<file path="src/rtl/uart_rcvr_if.sv">
// Parallel-side and serial-line signals of the uart_rcvr block.
// master: the receiver itself; slave: the line driver / word consumer.
interface uart_rcvr_if #(
  parameter int DATA_WIDTH = 8
);
  logic                  rx_data;
  logic [DATA_WIDTH-1:0] data_out;
  logic                  valid_out;
  logic                  frame_err;
  logic                  busy;

  modport master (
    input  rx_data,
    output data_out,
    output valid_out,
    output frame_err,
    output busy
  );

  modport slave (
    output rx_data,
    input  data_out,
    input  valid_out,
    input  frame_err,
    input  busy
  );
endinterface

</file>
<file path="src/rtl/uart_rcvr.sv">
// 8N1 UART receiver with mid-bit sampling, framing-error and false-start detection.
// Optional even-parity check when UART_RCVR_PARITY_EN is defined.
module uart_rcvr #(
  parameter int CLKS_PER_BIT = 8,
  parameter int DATA_WIDTH   = 8
) (
  input  logic        clk,
  input  logic        reset,
  uart_rcvr_if.master bus
);

  localparam int BW = $clog2(CLKS_PER_BIT);
  localparam int CW = $clog2(DATA_WIDTH + 1);
  localparam logic [BW-1:0] HALF_M1  = BW'(CLKS_PER_BIT / 2 - 1);
  localparam logic [BW-1:0] BAUD_END = BW'(CLKS_PER_BIT - 1);
  localparam logic [CW-1:0] LAST_BIT = CW'(DATA_WIDTH - 1);

`ifdef UART_RCVR_PARITY_EN
  typedef enum logic [2:0] {S_IDLE, S_START, S_DATA, S_STOP, S_BREAK, S_PARITY} state_t;
`else
  typedef enum logic [2:0] {S_IDLE, S_START, S_DATA, S_STOP, S_BREAK} state_t;
`endif

  state_t                state_q, state_d;
  logic                  sync1_q, sync2_q;
  logic                  rx_s;
  logic [BW-1:0]         baud_q, baud_d;
  logic [CW-1:0]         bitc_q, bitc_d;
  logic [DATA_WIDTH-1:0] shift_q, shift_d;
  logic [DATA_WIDTH-1:0] data_q, data_d;
  logic                  valid_q, valid_d;
  logic                  ferr_q, ferr_d;
  logic                  busy_q, busy_d;
`ifdef UART_RCVR_PARITY_EN
  logic                  pbad_q, pbad_d;
`endif

  assign rx_s = sync2_q;

  // Two-flop synchronizer; resets to the idle line level.
  always_ff @(posedge clk or posedge reset) begin
    if (reset) begin
      sync1_q <= 1'b1;
      sync2_q <= 1'b1;
    end else begin
      sync1_q <= bus.rx_data;
      sync2_q <= sync1_q;
    end
  end

  // State, counters, shifter and registered outputs.
  always_ff @(posedge clk or posedge reset) begin
    if (reset) begin
      state_q <= S_IDLE;
      baud_q  <= '0;
      bitc_q  <= '0;
      shift_q <= '0;
      data_q  <= '0;
      valid_q <= 1'b0;
      ferr_q  <= 1'b0;
      busy_q  <= 1'b0;
`ifdef UART_RCVR_PARITY_EN
      pbad_q  <= 1'b0;
`endif
    end else begin
      state_q <= state_d;
      baud_q  <= baud_d;
      bitc_q  <= bitc_d;
      shift_q <= shift_d;
      data_q  <= data_d;
      valid_q <= valid_d;
      ferr_q  <= ferr_d;
      busy_q  <= busy_d;
`ifdef UART_RCVR_PARITY_EN
      pbad_q  <= pbad_d;
`endif
    end
  end

  // Next-state and output decode.
  always_comb begin
    state_d = state_q;
    baud_d  = baud_q;
    bitc_d  = bitc_q;
    shift_d = shift_q;
    data_d  = data_q;
    valid_d = 1'b0;
    ferr_d  = 1'b0;
`ifdef UART_RCVR_PARITY_EN
    pbad_d  = pbad_q;
`endif
    case (state_q)
      S_IDLE: begin
        if (!rx_s) begin
          state_d = S_START;
          baud_d  = '0;
        end else begin
          state_d = S_IDLE;
        end
      end
      S_START: begin
        if (baud_q == HALF_M1) begin
          baud_d = '0;
          bitc_d = '0;
          state_d = rx_s ? S_IDLE : S_DATA;
        end else begin
          baud_d = baud_q + BW'(1);
        end
      end
      S_DATA: begin
        if (baud_q == BAUD_END) begin
          shift_d = DATA_WIDTH'({rx_s, shift_q} >> 1);
          baud_d  = '0;
          bitc_d  = bitc_q + CW'(1);
          if (bitc_q == LAST_BIT) begin
`ifdef UART_RCVR_PARITY_EN
            state_d = S_PARITY;
`else
            state_d = S_STOP;
`endif
          end else begin
            state_d = S_DATA;
          end
        end else begin
          baud_d = baud_q + BW'(1);
        end
      end
`ifdef UART_RCVR_PARITY_EN
      S_PARITY: begin
        if (baud_q == BAUD_END) begin
          pbad_d  = rx_s ^ (^shift_q);
          baud_d  = '0;
          state_d = S_STOP;
        end else begin
          baud_d = baud_q + BW'(1);
        end
      end
`endif
      S_STOP: begin
        if (baud_q == BAUD_END) begin
          baud_d = '0;
          if (!rx_s) begin
            // Held-low stop bit: wait for the line to recover before re-arming.
            ferr_d  = 1'b1;
            state_d = S_BREAK;
`ifdef UART_RCVR_PARITY_EN
          end else if (pbad_q) begin
            ferr_d  = 1'b1;
            state_d = S_IDLE;
`endif
          end else begin
            data_d  = shift_q;
            valid_d = 1'b1;
            state_d = S_IDLE;
          end
        end else begin
          baud_d = baud_q + BW'(1);
        end
      end
      S_BREAK: begin
        if (rx_s) begin
          state_d = S_IDLE;
        end else begin
          state_d = S_BREAK;
        end
      end
      default: begin
        state_d = S_IDLE;
        baud_d  = '0;
        bitc_d  = '0;
      end
    endcase
    busy_d = (state_d != S_IDLE);
  end

  assign bus.data_out  = data_q;
  assign bus.valid_out = valid_q;
  assign bus.frame_err = ferr_q;
  assign bus.busy      = busy_q;

endmodule

</file>
<file path="src/flat_wrapper.sv">
// flat-port wrapper written by rule: the top's interface ports become plain ports
module uart_rcvr_flat 
#(
  parameter int CLKS_PER_BIT = 8,
  parameter int DATA_WIDTH   = 8
)
  (clk, reset, bus_rx_data, bus_data_out, bus_valid_out, bus_frame_err, bus_busy);
  uart_rcvr_if #(.DATA_WIDTH(DATA_WIDTH)) bus_i ();
  input  logic clk;
  input  logic reset;
  input wire logic [$bits(bus_i.rx_data)-1:0] bus_rx_data;
  output wire logic [$bits(bus_i.data_out)-1:0] bus_data_out;
  output wire logic [$bits(bus_i.valid_out)-1:0] bus_valid_out;
  output wire logic [$bits(bus_i.frame_err)-1:0] bus_frame_err;
  output wire logic [$bits(bus_i.busy)-1:0] bus_busy;
  assign bus_i.rx_data = bus_rx_data;
  assign bus_data_out = bus_i.data_out;
  assign bus_valid_out = bus_i.valid_out;
  assign bus_frame_err = bus_i.frame_err;
  assign bus_busy = bus_i.busy;
  uart_rcvr #(.CLKS_PER_BIT(CLKS_PER_BIT), .DATA_WIDTH(DATA_WIDTH)) u_core (.clk(clk), .reset(reset), .bus(bus_i));
endmodule
</file>
<file path="config.mk">
export PLATFORM = sky130hd
export DESIGN_NAME = uart_rcvr_flat
export DESIGN_NICKNAME = d
export VERILOG_FILES = /design/src/rtl/uart_rcvr_if.sv /design/src/rtl/uart_rcvr.sv /design/src/flat_wrapper.sv
export SDC_FILE = /design/constraint.sdc
export NUM_CORES = 1
export LEC_CHECK = 0
export CAP_MARGIN = 20
export CELL_PAD_IN_SITES_DETAIL_PLACEMENT = 0
export CELL_PAD_IN_SITES_GLOBAL_PLACEMENT = 1
export CORE_ASPECT_RATIO = 1.75
export CORE_MARGIN = 5
export CORE_UTILIZATION = 30
export CTS_CLUSTER_SIZE = 14
export DETAILED_ROUTE_END_ITERATION = 7
export GPL_ROUTABILITY_DRIVEN = 0
export PLACE_DENSITY = 0.56
export SLEW_MARGIN = 20
export SYNTH_ARGS = -nofsm -noshare
export SYNTH_HDL_FRONTEND = slang
export SYNTH_SLANG_ARGS = --single-unit
</file>
<file path="constraint.sdc">
create_clock -name clk -period 2.6 [get_ports clk]
set_clock_uncertainty 0.2 [all_clocks]
set_input_delay 0.78 -clock clk [delete_from_list [all_inputs] [get_ports clk]]
set_output_delay 0.78 -clock clk [all_outputs]
set_load 0.005 [all_outputs]
</file>
**Word level (Yosys, flattened, before mapping)**

Cells that the tools add are included.

- Register bits after elaboration: 31
- Bits of input ports: 3
- Output and inout bits: 11
- Logic and storage cells: 53

- $add $sub $neg: 2
- Eq/ne operators: 10
- Multiplexer cells: 21
- Bitwise gates (word level): 2
- Reduce and logical (&&, ||, !) cells: 8

Operator list:

| kind | number |
|---|---|
| $mux W3 | 7 |
| $pmux W3 S5 | 1 |
| $pmux W3 S4 | 1 |
| $pmux W4 S3 | 1 |
| $eq A3 B2 Y1 const B | 3 |
| $mux W1 | 8 |
| $mux W4 | 2 |
| $eq A3 B3 Y1 const B | 2 |
| $reduce_and A3 Y1 | 2 |
| $add A4 B1 Y4 const B | 1 |
| $eq A4 B3 Y1 const B | 1 |
| $ne A2 B1 Y1 const B | 2 |
| $reduce_and A2 Y1 | 2 |
| $add A3 B1 Y3 const B | 1 |
| $eq A3 B1 Y1 const B | 1 |
| $logic_not A3 Y1 | 1 |
| $reduce_bool A3 Y1 | 1 |
| $reduce_or A3 Y1 | 1 |
| $mux W2 | 1 |
| $ne A2 B2 Y1 const B | 1 |
| $not A1 Y1 | 2 |
| $reduce_or A2 Y1 | 1 |

**Depth between registers and ports, before layout**

Gate-level depths: netlist of the first run.

- Depth after elaboration: 5
- Mapped depth: 6

**Worst setup path after synthesis of the first run**

Ideal clock, no wire load.

- Path type: reg-to-reg
- Start point: register u_core.baud_q[0]
- End point: register u_core.busy_q (netlist: u_core.bus.busy)
- Library setup time: 0.131 ns
- Data arrival time: 1.515 ns
- Data required time: 2.269 ns
- Setup slack: 0.754 ns
- Stages on the path, launching flop included: 7
- Period minus slack after synthesis: 1.846 ns
- Path through: dfrtp_1 -> ha_1 -> ha_1 -> nor2b_1 -> a32oi_1 -> nor2_1 -> or3_1

- Word-level cells in the longest chain between the ends: 4
- Elaborated cells between the ends (all ways): 7

Ends and longest elaborated chain:

| what | RTL line | text |
|---|---|---|
| start, declared | uart_rcvr.sv:27 | `logic [BW-1:0] baud_q, baud_d;` |
| start signal, assigned | uart_rcvr.sv:67 | `baud_q <= baud_d;` |
| $eq A3 B3 Y1 / $eq A3 B2 Y1 (equally long branches) | uart_rcvr.sv:111, uart_rcvr.sv:140, uart_rcvr.sv:102 |  |
| $mux W3 (on tied branches) | uart_rcvr.sv:140, uart_rcvr.sv:102, uart_rcvr.sv:111 |  |
| $pmux W3 S5 * | uart_rcvr.sv:92 | `case (state_q)` |
| net u_core.state_d[1] | uart_rcvr.sv:24 | `state_t state_q, state_d;` |
| $reduce_bool A3 Y1 * | uart_rcvr.sv:173 | `busy_d = (state_d != S_IDLE);` |
| net u_core.busy_d | uart_rcvr.sv:33 | `logic busy_q, busy_d;` |
| end signal, assigned | uart_rcvr.sv:73 | `busy_q <= busy_d;` |
| end, declared | uart_rcvr.sv:33 |  |

Mark *: on every way through the listed nets, which the timed path passes. The rest lies on a longest branch.
A chain may end at the register's enable or synchronous reset.

**Final worst setup path of the first run**

- Start point: register u_core.data_q[1] (netlist: u_core.bus.data_out[1])
- End point: output bus_data_out[1]

RTL lines:

| what | RTL line | text |
|---|---|---|
| start, declared | uart_rcvr.sv:30 | `logic [DATA_WIDTH-1:0] data_q, data_d;` |
| start signal, assigned | uart_rcvr.sv:70 | `data_q <= data_d;` |
| end, declared | flat_wrapper.sv:12 | `output wire logic [$bits(bus_i.data_out)-1:0] bus_data_out;` |

No word-level cell between the ends.

==> summary.md, run 1 <==
| Metric | Value |
|---|---|
| CTS Buf Count | 5 |
| Syn-to-layout area delta | 20.6% |
| WL/cell | ~14 µm |
| CTS resizes | 0 |
| Post-synthesis register bit count | 31 |
| First-pass GRT wire length | 4.59 mm |
| Syn_area_per_cell | 12.6 µm² |
| Clk sinks | 31 |
| Area leader, netlist | dfrtp_1 |
| CP Buf/Inv Count | 1 |
| Slowest stage cell on the critical path | clkdlybuf4s50_1 |
| VDD IR max | 0.318 mV |
| Global Route met2 Usage | between 10% and 20% |
| Synthesized net count | approximately 120 |
| Initial Util | 31.3% |
| CTS Buffer Depth | 2 |
| Leading cell types by count after synthesis | dfrtp_1 (29), mux2_2 (19), nor2_1 (10), nand2_1 (7) |
| Outcome | completed |
| Port Buf Inserts | 13 |
| Die H | 100 µm |
| IO Count | 14 |
| Most used routing layer in global routing | met2 |
| Worst-case reg-to-reg path depth | 6 |
| Slew Limit Fails | 0 |
| DPL Wire Length | ~1.9 mm |
| Clock period minus worst slack | 2.13 ns |
| FF-to-FF End | u_core.bus.busy |
| Post-route DRC violation count | 0 |
| Worst-path clk slew | 0.06 ns |
| Total Power | around 1.3 mW |
| Pre-antenna DRT Iters | 4 |
| Hold Crit Start | u_core.sync1_q |
| Ratio of cells with drive above 1 in the final layout | ~25% |
| Width of the die | 61.5 µm |
| Initial drt markers | 2 |
| FP Rows | 32 |
| Fin. Hold Viols | 0 |
| Tcrit/Tclk final | 81.7% |
| Total number of vias | ~860 |
| Detail Route Antenna Nets | 0 |
| Clk Latency, worst-skew pair | 0.28 ns |
| Total die area | 6150 µm² |
| Final Setup Violations | 0 |
| NumNets Final | around 140 |
| Async S/R FF share, synth | between 90% and 100% |
| Number of flops mapped to enable cells by yosys | 0 |
| Gr ovfl total | 0 |
| CORE AREA | between 4000 and 5000 µm² |
| Drt total wl | 2.53 mm |
| Mapped Area | 1390 µm² |
| Setup repair bufs after CTS | 0 |
| Vias in the first global route | roughly 940 |
| Top_reg_cell synth | dfrtp_1 |
| Crit-path leading delay family | buffers and inverters |
| Crit-path cells | clkdlybuf4s50_1 |
| Critical Path Fanout Max | 2 |
| P_leak | 0.773 nW |
| RSZ-0062 raised after global routing | no |
| Worst hold path stage count | 0 |
| H-tree depth | 2 |
| Max incr delay on CP | slightly above 0.5 ns |
| R2R Setup Slk | 0.64 ns |
| Relative slew slack | roughly two thirds |
| F_max | 471 MHz |
| Seq/Total Area, Yosys | 56.0% |
| WP data arrival | around 1.2 ns |
| Initial antenna violation count | 0 |
| CP required | 1.62 ns |
| CP Launch Type | register |
| Met1 global-route usage | 11.1% |
| Cell count after synthesis | 110 |
| Min-Delay Endpoint | u_core.rx_s |
| Netlist cell types | 27 |
| CTS tree | built |
| Post-synth top area share | 52.2% |
| Max-cap violations | 0 |
| Min-Delay Path Class | reg -> reg |
| Reg-to-reg critical path startpoint | u_core.baud_q[0] |
| Post-CTS Hold Buffers | 0 |
| Clk root buf | clkbuf_8 |
| Setup TNS | 0 ns |
| Ys Warns | 0 |
| Vias/cell | roughly 4.8 |
| Tot GR Track Use | about 10% |
| Slew of the pin with the lowest slew margin | 0.496 ns |
| P per Cell Area | 793 nW/µm² |
| CP endpoint kind | primary output |
| Critical path type | reg -> out |
| Diode count | 0 |
| Largest net degree at the start of global routing | 21 |
| Synth top area cells | dfrtp_1 (52%), mux2_2 (15%), ha_1 (5.4%) |
| GRT met3 Usage | 3.99% |
| Most numerous cell in the Yosys netlist | dfrtp_1 |
-- power breakdown --
group | total, mW | internal [mW] | leakage, nW | switching, mW
Sequential | 0.632 | 0.548 | 0.411 | 0.0842
Clock | 0.416 | 0.241 | 0.0515 | 0.174
Combinational | 0.282 | 0.161 | 0.310 | 0.121
Total | 1.33 | 0.950 | 0.773 | 0.380
-- layout make-up --
cell class | count | area (µm²)
timing repair buffer | 14 | 150
fill | 449 | 2770
tap | 51 | 63.8
clock buffer | 8 | 100
sequential | 31 | 778
multi-input combinational | 70 | 562
inverter | 6 | 22.5
-- metal layers --
layer	vias to the layer above	routed length [µm]
met3	7	93
met2	13	1380
met1	433	975
li1	408	-
met4	0	75
met5	-	0
-- logic make-up after synthesis --
kind of cell               count (synthesis)  share of synthesized area [%]
adders and majority gates                  6                           5.40
buffers and inverters                      9                           3.60
xor gates and xnor gates                   2                           1.26
and+or+nand+nor                           30                           11.8
AOI/OAI and AO/OA                         11                           5.13
muxes                                     21                           16.8
DFF                                       31                           56.0
-- metrics by stage --
stage | utilization, % | std cells | worst slack (ns) | hold WS, ns | instance area, µm²
finish | 37.7 | 180 | 0.475 | 0.157 | 1680
global route | 37.7 | 180 | 0.405 | 0.168 | 1680
CTS | 37.7 | 180 | 0.449 | 0.163 | 1680
detailed placement | 35.5 | 172 | 0.630 | 0.150 | 1580
global placement | 35.5 | 172 | 0.650 | 0.147 | 1580
floorplan | - | 110 | 0.754 | 0.145 | 1390
-- layout by cell type, fill, tap and decap left out, types with 2 or more instances in the layout --
| master | n |
|---|---|
| dfrtp_1 | 29 |
| mux2_2 | 19 |
| clkdlybuf4s50_1 | 13 |
| nor2_1 | 10 |
| nand2_1 | 7 |
| clkbuf_8 | 7 |
| inv_1 | 6 |
| ha_1 | 6 |
| a21oi_1 | 3 |
| nand3_1 | 3 |
| o21ai_0 | 2 |
| nand3b_1 | 2 |
| nor2_4 | 2 |
| a22o_1 | 2 |
| xnor2_1 | 2 |
| mux2i_1 | 2 |
| dfstp_2 | 2 |
-- state kept, by name (all words and copies together), names as in the netlist --
register              cells
u_core.rx_s               1
u_core.bus.busy           1
u_core.bus.frame_err      1
u_core.bus.valid_out      1
u_core.bitc_q             4
u_core.sync1_q            1
u_core.shift_q            8
u_core.state_q            3
u_core.baud_q             3
u_core.bus.data_out       8
-- worst max-delay path by stage --
stage | startpoint | to | slack [ns] | cells after the start
2_1_floorplan | u_core.baud_q[0] | u_core.bus.busy | 0.75 | 6
3_3_place_gp | u_core.baud_q[0] | u_core.bus.busy | 0.65 | 6
3_5_place_dp | u_core.baud_q[0] | u_core.bus.busy | 0.63 | 6
5_1_grt | u_core.bus.data_out[1] | bus_data_out[1] | 0.41 | 1
6_report | u_core.bus.data_out[1] | bus_data_out[1] | 0.47 | 1
4_1_cts | u_core.bus.data_out[1] | bus_data_out[1] | 0.45 | 1
Note: power is estimated with default switching activity, not from simulation.
==> run 2: changes to the inputs <==
==> constraint.sdc (replaced) <==
create_clock -name clk -period 2.18 [get_ports clk]
set_clock_uncertainty 0.2 [all_clocks]
set_input_delay 0.654 -clock clk [delete_from_list [all_inputs] [get_ports clk]]
set_output_delay 0.654 -clock clk [all_outputs]
set_load 0.005 [all_outputs]
==> run 2 against run 1 <==
- flip-flop and latch count stayed put
- worst setup slack worse by 0.28 ns
- die area is the same
- largest cell class unchanged
- clock power grew 2%
==> summary.md, run 2 (synthesized netlist as in run 1, its figures left out) <==
| Metric | Value |
|---|---|
| Total Power | 1.54 mW (+15%) |
| WP data arrival | 1.13 ns (-0.02 ns) |
| Detail Route Antenna Nets | 0 (unchanged) |
| Worst-path clk slew | 0.07 ns (about the same) |
| Post-route DRC violation count | 0 (unchanged) |
| F_max | between 500 and 600 MHz |
| CP endpoint kind | primary output |
| Total number of vias | 848 (-1.5%) |
| Syn-to-layout area delta | 20.3% |
| Clk root buf | clkbuf_8 |
| CTS resizes | 0 (unchanged) |
| Post-CTS Hold Buffers | 0 (unchanged) |
| Clk Latency, worst-skew pair | 0.28 ns (about the same) |
| Crit-path cells | clkdlybuf4s50_1 |
| Slew Limit Fails | 0 (unchanged) |
| Critical path type | reg -> out |
| Dpl cells | 174 (+1.2%) |
| H-tree depth | 2 (unchanged) |
| Met1 global-route usage | 10.9% (-0.24 points) |
| Most frequent cells in the layout | dfrtp_1 (29), mux2_2 (19), clkdlybuf4s50_1 (13) |
| FP Rows | 32 (unchanged) |
| Tot GR Track Use | 10.3% (+0.028 points) |
| Crit-path leading delay family | buffers and inverters |
| Diode count | 0 (unchanged) |
| Port Buf Inserts | 13 (unchanged) |
| VDD IR max | 0.431 mV (+35%) |
| GRT met3 Usage | 3.09% (-0.90 points) |
| Setup TNS | 0 ns (unchanged) |
| Pre-antenna DRT Iters | 4 (unchanged) |
| CP required | 1.33 ns (-0.29 ns) |
| WL/cell | 13.7 µm (-2.5%) |
| Vias/cell | 4.66 (-2.6%) |
| Setup repair bufs after CTS | 0 (unchanged) |
| Post-route setup slack | 0.194 ns (-0.280 ns) |
| Drt total wl | 2.49 mm (-1.5%) |
| Global Route met2 Usage | 17.2% (+0.41 points) |
| CTS Buffer Depth | 2 (unchanged) |
| Commonest non-fill, non-tap cell in the layout | dfrtp_1 |
| Initial drt markers | 5 (+3) |
| Slew of the pin with the lowest slew margin | 0.490 ns (-0.00563 ns) |
| P_leak | 0.774 nW (+0.13%) |
| DPL Wire Length | 1.88 mm (+0.41%) |
| P per Cell Area | 918 nW/µm² (+16%) |
| CTS Buf Count | 5 (unchanged) |
| Max-cap violations | 0 (unchanged) |
| CP Buf/Inv Count | 1 (unchanged) |
| Final std cells w/o fill | 182 (+1.1%) |
| Gr ovfl total | 0 (unchanged) |
| Die H | 100 µm (unchanged) |
| Most used routing layer in global routing | met2 |
| Fin. Hold Viols | 0 (unchanged) |
| CP Launch Type | register |
| Initial antenna violation count | 0 (unchanged) |
| NumNets Final | 139 (+1.5%) |
| Final Setup Violations | 0 (unchanged) |
| Outcome | completed |
| RSZ-0062 raised after global routing | no |
| CTS tree | built |
| CORE AREA | 4440 µm² (unchanged) |
| Fin area | 1670 µm² (-0.22%) |
| Vias in the first global route | 982 (+4.1%) |
| Total die area | 6150 µm² (unchanged) |
| Relative slew slack | 67.3% (+0.41 points) |
| Min-Delay Path Class | reg -> reg |
| Max incr delay on CP | 0.51 ns (about the same) |
| Clock period minus worst slack | roughly 2.0 ns |
| Width of the die | 61.5 µm (unchanged) |
| Clk sinks | 31 (unchanged) |
| Ratio of cells with drive above 1 in the final layout | 25.2% (+0.38 points) |
| Slowest stage cell on the critical path | clkdlybuf4s50_1 |
| Critical Path Fanout Max | 2 (unchanged) |
| Largest net degree at the start of global routing | 22 (+4.8%) |
| Tcrit/Tclk final | about nine tenths |
| Initial Util | 31.3% (unchanged) |
| First-pass GRT wire length | 4.60 mm (+0.31%) |
| Pre-CTS WS | 0.225 ns (-0.404 ns) |
| Placed cell area | 1590 µm² (+0.95%) |
| IO Count | 14 (unchanged) |
[run 2: where the power goes]
group	switching, mW	leakage (nW)	internal, mW
Clock	0.202	0.0422	0.224
Sequential	0.0738	0.411	0.654
Combinational	0.177	0.321	0.206
Total	0.453	0.774	1.08
[run 2: per-stage QoR]
stage,hold WS [ns],util [%]
final,0.149,37.6
after global routing,0.161,37.6
after CTS,0.154,37.6
after detailed placement,0.150,35.8
after global placement,0.147,35.8
after floorplan,0.145,-
[run 2: routing by layer]
| metal | part of all wire (%) | up-vias | wire (µm) |
|---|---|---|---|
| li1 | - | 418 | - |
| met2 | 56 | 13 | 1400 |
| met5 | 0 | - | 0 |
| met3 | 3.0 | 5 | 75 |
| met4 | 2.8 | 0 | 69 |
| met1 | 38 | 412 | 950 |
[run 2: final cells by class]
type | count | area [µm²]
clock buffers | 7 | 76.3
clock inverters | 1 | 5.00
fillers | 447 | 2770
inverters | 6 | 22.5
multi-input cells | 70 | 562
flip-flops and latches | 31 | 778
well taps | 51 | 63.8
repair buffers | 16 | 165
[run 2: worst paths after layout]
check,endpoint,slack [ns],depth (start not counted),startpoint
worst min register to register,u_core.rx_s,0.15,0,u_core.sync1_q
worst min-delay path,u_core.rx_s,0.15,0,u_core.sync1_q
min in group asynchronous,u_core.bus.frame_err,0.48,2,reset
max in group asynchronous,u_core.shift_q[0],0.83,3,reset
worst max register to register,u_core.bus.busy,0.23,6,u_core.baud_q[0]
worst max-delay path,bus_data_out[1],0.19,1,u_core.bus.data_out[1]
==> run 3: changes to the inputs <==
--- a/config.mk
+++ b/config.mk
@@ -15,7 +15,7 @@
 export DETAILED_ROUTE_END_ITERATION = 7
 export GPL_ROUTABILITY_DRIVEN = 0
 export PLACE_DENSITY = 0.56
-export SLEW_MARGIN = 20
+export SLEW_MARGIN = 15
 export SYNTH_ARGS = -nofsm -noshare
 export SYNTH_HDL_FRONTEND = slang
 export SYNTH_SLANG_ARGS = --single-unit
==> results of run 3 <==
Final layout, timing and power as in run 2 (identical DEF).
